## config.mk

```make
export PLATFORM = sky130hd
export DESIGN_NAME = ehl_ddr_phy_rdlvl_ctrl
export DESIGN_NICKNAME = d
export VERILOG_FILES = /design/src/rtl/ehl_ddr_phy_rdlvl_ctrl.sv
export SDC_FILE = /design/constraint.sdc
export NUM_CORES = 1
export LEC_CHECK = 0
export CAP_MARGIN = 20
export CORE_MARGIN = 2
export CORE_UTILIZATION = 45
export CTS_CLUSTER_SIZE = 24
export DETAILED_ROUTE_END_ITERATION = 6
export GPL_TIMING_DRIVEN = 0
export PLACE_DENSITY_LB_ADDON = 0.12
export SYNTH_ARGS = -nofsm -noshare
export SYNTH_HDL_FRONTEND = slang
export SYNTH_SLANG_ARGS = --single-unit
export TNS_END_PERCENT = 100
```

## constraint.sdc

```tcl
create_clock -name clk -period 2.6 [get_ports clk]
set_input_delay 0.52 -clock clk [delete_from_list [all_inputs] [get_ports clk]]
set_output_delay 0.52 -clock clk [all_outputs]
set_load 0.05 [all_outputs]
```

## src/rtl/ehl_ddr_phy_rdlvl_ctrl.sv

```systemverilog
// -----------------------------------------------------------------------------
// ehl_ddr_phy_rdlvl_ctrl
//
// Multi-lane read-leveling trainer for the DDR PHY DLL delay lines. A run
// sweeps every tap of either the DQS delay bus (data mode) or the gate delay
// bus (gate mode) on all byte lanes at once, issues SAMPLES training reads per
// tap and scores each lane from the per-lane read responses. At the end each
// lane is programmed with the centre of its first passing window (data mode)
// or with the first passing tap (gate mode). Lanes that never pass, or every
// lane on a read timeout, are flagged in error and get their pre-run code back.
//
// Ports
//   clk            controller clock
//   reset          asynchronous, active-high reset
//   start          start a run (sampled only while idle)
//   mode           0 = data-eye (DQS) training, 1 = gate training; latched at start
//   rd_req         training read request, held until rd_ack
//   rd_ack         read done; rd_resp is valid in the same cycle
//   rd_resp        per-lane pass flag for the acknowledged read
//   rdlvl_delay    per-lane DQS delay codes, lane i at [i*DLY_W +: DLY_W]
//   rdlvl_gate_dly per-lane gate delay codes, same packing
//   rdlvl_gate_en  high throughout a gate-mode run
//   busy           run in progress
//   done           one-cycle pulse at the end of a run
//   error          per-lane failure flags, valid from done until the next start
// -----------------------------------------------------------------------------
module ehl_ddr_phy_rdlvl_ctrl #(
    parameter int LANES   = 2,
    parameter int DLY_W   = 3,
    parameter int SAMPLES = 2,
    parameter int SETTLE  = 4,
    parameter int TIMEOUT = 64,
    parameter int DEFAULT = 0
) (
    input  logic                   clk,
    input  logic                   reset,
    input  logic                   start,
    input  logic                   mode,
    output logic                   rd_req,
    input  logic                   rd_ack,
    input  logic [LANES-1:0]       rd_resp,
    output logic [LANES*DLY_W-1:0] rdlvl_delay,
    output logic [LANES*DLY_W-1:0] rdlvl_gate_dly,
    output logic                   rdlvl_gate_en,
    output logic                   busy,
    output logic                   done,
    output logic [LANES-1:0]       error
);

    localparam int SET_W = $clog2(SETTLE + 1);
    localparam int SMP_W = $clog2(SAMPLES + 1);
    localparam int TMO_W = $clog2(TIMEOUT + 1);

    localparam logic [DLY_W-1:0] TAP_MAX     = '1;
    localparam logic [DLY_W-1:0] TAP_DEFAULT = DLY_W'(DEFAULT);

    typedef enum logic [2:0] {
        S_IDLE,
        S_SETTLE,
        S_REQ,
        S_WAIT,
        S_EVAL,
        S_CALC,
        S_DONE
    } state_t;

    state_t                         state_reg;
    logic                           mode_reg;
    logic [DLY_W-1:0]               tap_reg;
    logic [SET_W-1:0]               settle_cnt_reg;
    logic [SMP_W-1:0]               sample_cnt_reg;
    logic [TMO_W-1:0]               wait_cnt_reg;
    logic [LANES-1:0]               tap_pass_reg;
    logic [LANES-1:0]               found_reg;
    logic [LANES-1:0]               closed_reg;
    logic [LANES-1:0][DLY_W-1:0]    lo_reg;
    logic [LANES-1:0][DLY_W-1:0]    hi_reg;
    logic [LANES-1:0][DLY_W-1:0]    delay_reg;
    logic [LANES-1:0][DLY_W-1:0]    gate_reg;
    logic [LANES-1:0][DLY_W-1:0]    saved_reg;
    logic [LANES-1:0][DLY_W-1:0]    mid;
    logic                           rd_req_reg;
    logic                           busy_reg;
    logic                           done_reg;
    logic [LANES-1:0]               error_reg;

    // Window centre per lane; the sum carries one extra bit so lo+hi never
    // overflows before the floor division.
    genvar gi;
    generate
        for (gi = 0; gi < LANES; gi++) begin : g_lane
            logic [DLY_W:0] sum;
            assign sum     = {1'b0, lo_reg[gi]} + {1'b0, hi_reg[gi]};
            assign mid[gi] = sum[DLY_W:1];
        end
    endgenerate

    always_ff @(posedge clk or posedge reset) begin
        if (reset) begin
            state_reg      <= S_IDLE;
            mode_reg       <= 1'b0;
            tap_reg        <= '0;
            settle_cnt_reg <= '0;
            sample_cnt_reg <= '0;
            wait_cnt_reg   <= '0;
            tap_pass_reg   <= '0;
            found_reg      <= '0;
            closed_reg     <= '0;
            rd_req_reg     <= 1'b0;
            busy_reg       <= 1'b0;
            done_reg       <= 1'b0;
            error_reg      <= '0;
            for (int i = 0; i < LANES; i++) begin
                lo_reg[i]    <= '0;
                hi_reg[i]    <= '0;
                delay_reg[i] <= TAP_DEFAULT;
                gate_reg[i]  <= TAP_DEFAULT;
                saved_reg[i] <= TAP_DEFAULT;
            end
        end else begin
            done_reg <= 1'b0;
            case (state_reg)
                S_IDLE: begin
                    if (start) begin
                        mode_reg       <= mode;
                        tap_reg        <= '0;
                        found_reg      <= '0;
                        closed_reg     <= '0;
                        error_reg      <= '0;
                        tap_pass_reg   <= '1;
                        settle_cnt_reg <= '0;
                        sample_cnt_reg <= '0;
                        busy_reg       <= 1'b1;
                        for (int i = 0; i < LANES; i++) begin
                            lo_reg[i]    <= '0;
                            hi_reg[i]    <= '0;
                            // Snapshot the bus this run will overwrite so a
                            // failed lane can be put back.
                            saved_reg[i] <= mode ? gate_reg[i] : delay_reg[i];
                        end
                        state_reg <= S_SETTLE;
                    end
                end

                S_SETTLE: begin
                    for (int i = 0; i < LANES; i++) begin
                        if (mode_reg) gate_reg[i]  <= tap_reg;
                        else          delay_reg[i] <= tap_reg;
                    end
                    if (settle_cnt_reg == SET_W'(SETTLE - 1)) begin
                        state_reg <= S_REQ;
                    end else begin
                        settle_cnt_reg <= settle_cnt_reg + 1'b1;
                    end
                end

                S_REQ: begin
                    rd_req_reg   <= 1'b1;
                    wait_cnt_reg <= '0;
                    state_reg    <= S_WAIT;
                end

                S_WAIT: begin
                    if (rd_ack) begin
                        // Dropping rd_req here and re-raising it from S_REQ
                        // guarantees a low cycle between reads.
                        rd_req_reg   <= 1'b0;
                        tap_pass_reg <= tap_pass_reg & rd_resp;
                        if (sample_cnt_reg == SMP_W'(SAMPLES - 1)) begin
                            state_reg <= S_EVAL;
                        end else begin
                            sample_cnt_reg <= sample_cnt_reg + 1'b1;
                            state_reg      <= S_REQ;
                        end
                    end else if (wait_cnt_reg == TMO_W'(TIMEOUT - 1)) begin
                        rd_req_reg <= 1'b0;
                        error_reg  <= '1;
                        for (int i = 0; i < LANES; i++) begin
                            if (mode_reg) gate_reg[i]  <= saved_reg[i];
                            else          delay_reg[i] <= saved_reg[i];
                        end
                        busy_reg  <= 1'b0;
                        done_reg  <= 1'b1;
                        state_reg <= S_DONE;
                    end else begin
                        wait_cnt_reg <= wait_cnt_reg + 1'b1;
                    end
                end

                S_EVAL: begin
                    for (int i = 0; i < LANES; i++) begin
                        if (tap_pass_reg[i]) begin
                            if (!found_reg[i]) begin
                                found_reg[i] <= 1'b1;
                                lo_reg[i]    <= tap_reg;
                                hi_reg[i]    <= tap_reg;
                            end else if (!closed_reg[i]) begin
                                hi_reg[i] <= tap_reg;
                            end
                        end else if (found_reg[i]) begin
                            // A fail after the window opened closes it for
                            // good; later passing taps are ignored.
                            closed_reg[i] <= 1'b1;
                        end
                    end
                    if (tap_reg == TAP_MAX) begin
                        state_reg <= S_CALC;
                    end else begin
                        tap_reg        <= tap_reg + 1'b1;
                        settle_cnt_reg <= '0;
                        sample_cnt_reg <= '0;
                        tap_pass_reg   <= '1;
                        state_reg      <= S_SETTLE;
                    end
                end

                S_CALC: begin
                    for (int i = 0; i < LANES; i++) begin
                        if (found_reg[i]) begin
                            if (mode_reg) gate_reg[i]  <= lo_reg[i];
                            else          delay_reg[i] <= mid[i];
                        end else begin
                            error_reg[i] <= 1'b1;
                            if (mode_reg) gate_reg[i]  <= saved_reg[i];
                            else          delay_reg[i] <= saved_reg[i];
                        end
                    end
                    busy_reg  <= 1'b0;
                    done_reg  <= 1'b1;
                    state_reg <= S_DONE;
                end

                S_DONE: begin
                    state_reg <= S_IDLE;
                end

                default: begin
                    state_reg <= S_IDLE;
                end
            endcase
        end
    end

    assign rd_req         = rd_req_reg;
    assign busy           = busy_reg;
    assign done           = done_reg;
    assign error          = error_reg;
    assign rdlvl_delay    = delay_reg;
    assign rdlvl_gate_dly = gate_reg;
    // Gate enable tracks the run so the DLL masks dqs_90 only while gate
    // training is actually sweeping.
    assign rdlvl_gate_en  = busy_reg & mode_reg;

endmodule

```

==> results.py, run 1 <==
metrics = {
    "timing": {
        "holdWs_ns": 0.486,
        "worst_slew_pin_slew_ns": 0.913,
        "hold_viol_final": 0,
        "fin_setup_tns_ns": 0,
        "maxSlewViolCount": 0,
        "finalClockSkew_ns": 0.0103,
        "final.period_utilization_pct": 82.3,
        "rsz0062_at_grt": "no",
        "setup_viol": 0,
        "worst_slack_ns": 0.461,
        "min_period_ns": 2.14,
        "fmax_ghz": 0.468,
        "slew_headroom_pct": 38.3,
    },
    "floorplanning": {
        "io_pins": 25,
        "core_area_um2": 7210,
        "dieWidth_um": 89.9,
        "die_h_um": 89.9,
        "dieArea_um2": 8080,
        "rows": 31,
        "initial_utilization_pct": 46.0,
    },
    "synthesis": {
        "postSynthAreaPerCell_um2": 9.85,
        "synthesis.nets": 356,
        "synthCells": 337,
        "ys_warn_count": 0,
        "synth_ff_type": "dfrtp_1",
        "synthDominantCellAreaShare_pct": 45.2,
        "synth_edf_count": 0,
        "seq_area_frac_synth_pct": 45.2,
        "synth.distinct_cells": 59,
        "synth_fa_ha_area_share_pct": 4.98,
        "synth-compound-area-share_pct": 23.2,
        "synth_area_leaders": "dfrtp_1, nand2_1, ha_1",
        "synth_simple_gate_area_share_pct": 18.3,
        "syn-cell-area_um2": 3320,
        "ys_ff_latch": 60,
        "muxShareOfSynthArea_pct": 4.52,
        "ys_async_sr_fraction_pct": 100,
        "synth_xor_area_share_pct": 0.528,
        "synth_top_family_by_area": "compound AO/OA/AOI/OAI gates",
        "yosysTopAreaCell": "dfrtp_1",
    },
    "global_routing": {
        "grtUsageMet1_pct": 30.2,
        "met2_usage_pct": 34.3,
        "grt_pass1_vias": 2688,
        "antenna_found_initial": 0,
        "met3_usage_pct": 3.94,
        "grt_busiest_layer": "met2",
        "grt_util_all_layers_pct": 21.8,
        "grt_pass1_wl_um": 14100,
        "grt.overflow.total": 0,
        "grt_max_degree": 32,
    },
    "drt": {
        "drt-pass1-iter-count": 4,
        "via_count": 2750,
        "postRouteAntennaNets": 0,
        "wirelength_um": 8180,
        "routedWlPerCell_um": 17.3,
        "drc": 0,
        "post_drt_via_cell_ratio": 5.80,
        "drt_iter0_drc": 181,
    },
    "placement": {
        "hpwl_um": 5920,
        "port_buffers": 22,
        "placed_cell_area_um2": 3680,
        "post-place-ws_ns": 0.205,
        "dp_cells": 459,
        "gp_congestion": 0.856,
    },
    "cells_and_area": {
        "n_fill_cell": 718,
        "final_common_cell": "dfrtp_1",
        "n_antenna_cell": 0,
        "instances_no_fill": 474,
        "mostFrequentLayoutCells": "dfrtp_1, nand2_1, nor2_1",
        "num-nets-final": 390,
        "fin_util_pct": 53.4,
        "drive_gt1_share_pct": 13.1,
        "largest_reg_flops": 7,
        "fin_area_um2": 3850,
        "area_delta_synth_final_pct": 16.1,
    },
    "clocking": {
        "clockRootBuffer": "clkbuf_8",
        "path_clk_slew_ns": 0.06,
        "clock_latency_ns": 0.34,
        "cts_tree": "yes",
        "cts_setup_buffers": 0,
        "htreeDepth": 3,
        "clock_sinks": 60,
        "cts_buffers": 9,
        "clk_path_buf_depth": 2,
    },
    "pwr": {
        "swShare_pct": 45.2,
        "ir_worst_vdd_v": 0.000478,
        "p_leak_nw": 1.70,
        "switchingPower_mw": 1.93,
        "power.share.clock_pct": 17.3,
        "finalPower_mw": 4.28,
        "p_seq_share_pct": 34.8,
        "p_comb_share_pct": 47.9,
        "power_density_nw_per_um2": 1110,
        "p_int_mw": 2.35,
    },
    "worst_setup_path": {
        "cp.arrival_ns": 1.62,
        "endpoint_kind": "primary output",
        "cp.required_ns": 2.08,
        "worstSetupStartpointType": "register",
        "timing.setup.critical_path_class": "register to primary output",
        "crit_path_max_fanout": 10,
        "rrSetupSlack_ns": 0.54,
    },
    "status": {
        "outcome": "finished, final reports clean",
    },
    "job": {
        "cap_violations": 0,
    },
    "worst_hold_path": {
        "hold_class": "register to register",
    },
}
## worst max-delay path, cell delays in order, from the launching register on
cell            delay, ns
dfrtp_1              0.32
clkbuf_1             0.36
and2_1               0.18
dlymetal6s2s_1       0.41
## per-layer routing
layer  wire length, um  vias to the layer above
met1              3800                     1354
met3               318                       17
met2              3870                       64
li1                  -                     1315
met5                 0                        -
met4               195                        0
## cell type report
cell class / instances / area [um2] / area share (%)
inverters: 8 / 30.0 / 0.779
well taps: 99 / 124 / 3.21
flip-flops and latches: 60 / 1500 / 39.0
clock inverters: 2 / 10.0 / 0.260
repair buffers: 23 / 243 / 6.30
clock buffers: 13 / 159 / 4.12
plain buffers: 15 / 78.8 / 2.05
multi-input cells: 254 / 1710 / 44.3
## path summary, 6_finish.rpt
| path | from | to | cells after the start |
|---|---|---|---|
| max in group asynchronous | reset | rdlvl_gate_dly[0] | 3 |
| max | mode_reg | rdlvl_gate_en | 3 |
| min | closed_reg[0] | closed_reg[0] | 2 |
| min in group asynchronous | reset | lo_reg[0] | 2 |
| min reg2reg | closed_reg[0] | closed_reg[0] | 2 |
| max reg2reg | tap_reg[0] | sample_cnt_reg[0] | 7 |
## repair_timing
| action | CTS | global route |
|---|---|---|
| endpoints found under the setup margin | 0 | 1 |
| endpoints found under the hold margin | 0 | 0 |
| hold buffers | 0 | 0 |
| gates resized for setup | 0 | 1 |
## power groups by stage
stage          sequential [mW]  clock, mW  combinational (mW)
5_1_grt                   1.53      0.798                2.25
4_1_cts                   1.48      0.754                2.05
6_report                  1.49      0.742                2.05
3_5_place_dp              1.50          0                2.04
2_1_floorplan             1.75          0                1.19
3_3_place_gp              1.49          0                2.01
## logic make-up (layout without fill, tap and decap cells)
kind of cell / Yosys count / count (layout)
AOI/OAI and AO/OA: 109 / 109
adders and majority gates: 12 / 12
muxes: 14 / 14
xor gates and xnor gates: 2 / 2
DFF: 60 / 60
buffers and inverters: 23 / 61
and+or+nand+nor: 117 / 117
## synth_stat cells (all sizes together), types with 6 or more instances
| master | count |
|---|---|
| nor2 | 24 |
| mux2 | 8 |
| a21oi | 23 |
| nor3 | 7 |
| o2bb2ai | 9 |
| ha | 10 |
| dfrtp | 60 |
| buf | 12 |
| a22o | 10 |
| nor2b | 8 |
| nand2 | 39 |
| mux2i | 6 |
| nand3 | 16 |
| o21ai | 23 |
| a21boi | 6 |
| inv | 8 |
Power figures use the tool's default switching activity.
==> inputs of run 2 (changes only) <==
clock period = 2 ns   (was 2.6 ns; I/O delays follow)
==> results.py, run 2 (same netlist as run 1, synthesis figures left out) <==
metrics = {
    "floorplanning": {
        "die_h_um": 89.9,
        "io_pins": 25,
        "core_area_um2": 7210,
        "initial_utilization_pct": 46.0,
        "dieArea_um2": 8080,
        "rows": 31,
        "dieWidth_um": 89.9,
    },
    "drt": {
        "drt-pass1-iter-count": 4,
        "via_count": 2778,
        "routedWlPerCell_um": 17.3,
        "drt_iter0_drc": 214,
        "wirelength_um": 8310,
        "post_drt_via_cell_ratio": 5.79,
        "drc": 0,
        "postRouteAntennaNets": 0,
    },
    "placement": {
        "dp_cells": 459,
        "hpwl_um": 5920,
        "gp_congestion": 0.856,
        "post-place-ws_ns": -0.275,
        "port_buffers": 22,
        "placed_cell_area_um2": 3680,
    },
    "pwr": {
        "p_leak_nw": 1.75,
        "power_density_nw_per_um2": 1440,
        "finalPower_mw": 5.71,
        "ir_worst_vdd_v": 0.000628,
    },
    "worst_setup_path": {
        "endpoint_kind": "primary output",
        "worstSetupStartpointType": "register",
        "crit_path_max_fanout": 3,
        "timing.setup.critical_path_class": "register to primary output",
        "slowest_delay_ns": 0.81,
        "critical_path_buf_inv_count": 1,
        "cp_slowest_cell": "clkdlybuf4s50_1",
        "cp.required_ns": 1.60,
        "path_cells": "clkdlybuf4s50_1",
        "cp.arrival_ns": 1.53,
        "crit_family": "buffers and inverters",
    },
    "timing": {
        "final.period_utilization_pct": 96.7,
        "slew_headroom_pct": 54.7,
        "rsz0062_at_grt": "no",
        "finalClockSkew_ns": 0.0102,
        "maxSlewViolCount": 0,
        "setup_viol": 0,
        "holdWs_ns": 0.436,
        "worst_slew_pin_slew_ns": 0.679,
        "worst_slack_ns": 0.0653,
        "min_period_ns": 1.93,
        "hold_viol_final": 0,
        "fmax_ghz": 0.517,
    },
    "cells_and_area": {
        "fin_area_um2": 3960,
        "num-nets-final": 396,
        "instances_no_fill": 480,
        "drive_gt1_share_pct": 17.6,
        "area_delta_synth_final_pct": 19.5,
        "final_common_cell": "dfrtp_1",
        "mostFrequentLayoutCells": "dfrtp_1, nand2_1, nor2_1",
        "n_antenna_cell": 0,
        "largest_reg_flops": 7,
    },
    "global_routing": {
        "antenna_found_initial": 0,
        "grt_busiest_layer": "met2",
        "met2_usage_pct": 34.5,
        "grt_pass1_vias": 2705,
        "met3_usage_pct": 3.94,
        "grt_pass1_wl_um": 14100,
        "grt.overflow.total": 0,
        "grtUsageMet1_pct": 30.0,
        "grt_util_all_layers_pct": 21.8,
        "grt_max_degree": 32,
    },
    "clocking": {
        "clock_sinks": 60,
        "cts_tree": "yes",
        "clockRootBuffer": "clkbuf_8",
        "htreeDepth": 3,
        "path_clk_slew_ns": 0.07,
        "cts_buffers": 9,
        "clock_latency_ns": 0.34,
        "clk_path_buf_depth": 2,
    },
    "job": {
        "cap_violations": 0,
    },
    "status": {
        "outcome": "finished, final reports clean",
    },
    "worst_hold_path": {
        "hold_class": "input port to register",
    },
}
run 2: layout make-up:
class / instances / area (um2)
Multi-Input combinational cell: 254 / 1770
Tap cell: 99 / 124
Clock buffer: 13 / 159
Fill cell: 708 / 3250
Inverter: 8 / 30.0
Clock inverter: 2 / 10.0
Buffer: 14 / 75.1
Timing Repair Buffer: 30 / 294
Sequential cell: 60 / 1500
run 2: final timing paths:
check                                     start               to  slack, ns  cells after the start
worst min register to register    closed_reg[0]    closed_reg[0]       0.49                      2
min in group asynchronous                 reset  tap_pass_reg[1]       0.48                      2
worst min-delay path                     rd_ack     state_reg[1]       0.44                      4
worst max-delay path             rdlvl_delay[2]   rdlvl_delay[2]       0.07                      1
worst max register to register  wait_cnt_reg[0]   rdlvl_delay[5]       0.13                      7
max in group asynchronous                 reset       tap_reg[1]       0.91                      3
run 2: timing repair:
| action | in CTS | in global routing |
|---|---|---|
| setup buffers | 0 | 7 |
| pin swaps | 0 | 2 |
| hold buffers | 0 | 0 |
| endpoints found under the setup margin | 13 | 30 |
| resized for setup | 7 | 11 |
run 2: through the flow:
stage          setup TNS, ns  util (%)
2_1_floorplan              0         -
3_3_place_gp          -64.70      50.8
3_5_place_dp           -3.95      51.0
4_1_cts                    0      53.7
5_1_grt                    0      54.9
6_report                   0      54.9
run 2: routing by layer:
metal | up-vias | part of all wire [%]
met5 | - | 0
met4 | 0 | 2.0
met3 | 17 | 4.7
met2 | 74 | 48
met1 | 1360 | 46
li1 | 1327 | -
run 2: report_power, final:
part | internal [mW] | switching [mW] | total (mW)
Sequential | 1.59 | 0.371 | 1.96
Combinational | 1.02 | 1.75 | 2.77
Clock | 0.507 | 0.462 | 0.970
Total | 3.12 | 2.58 | 5.71
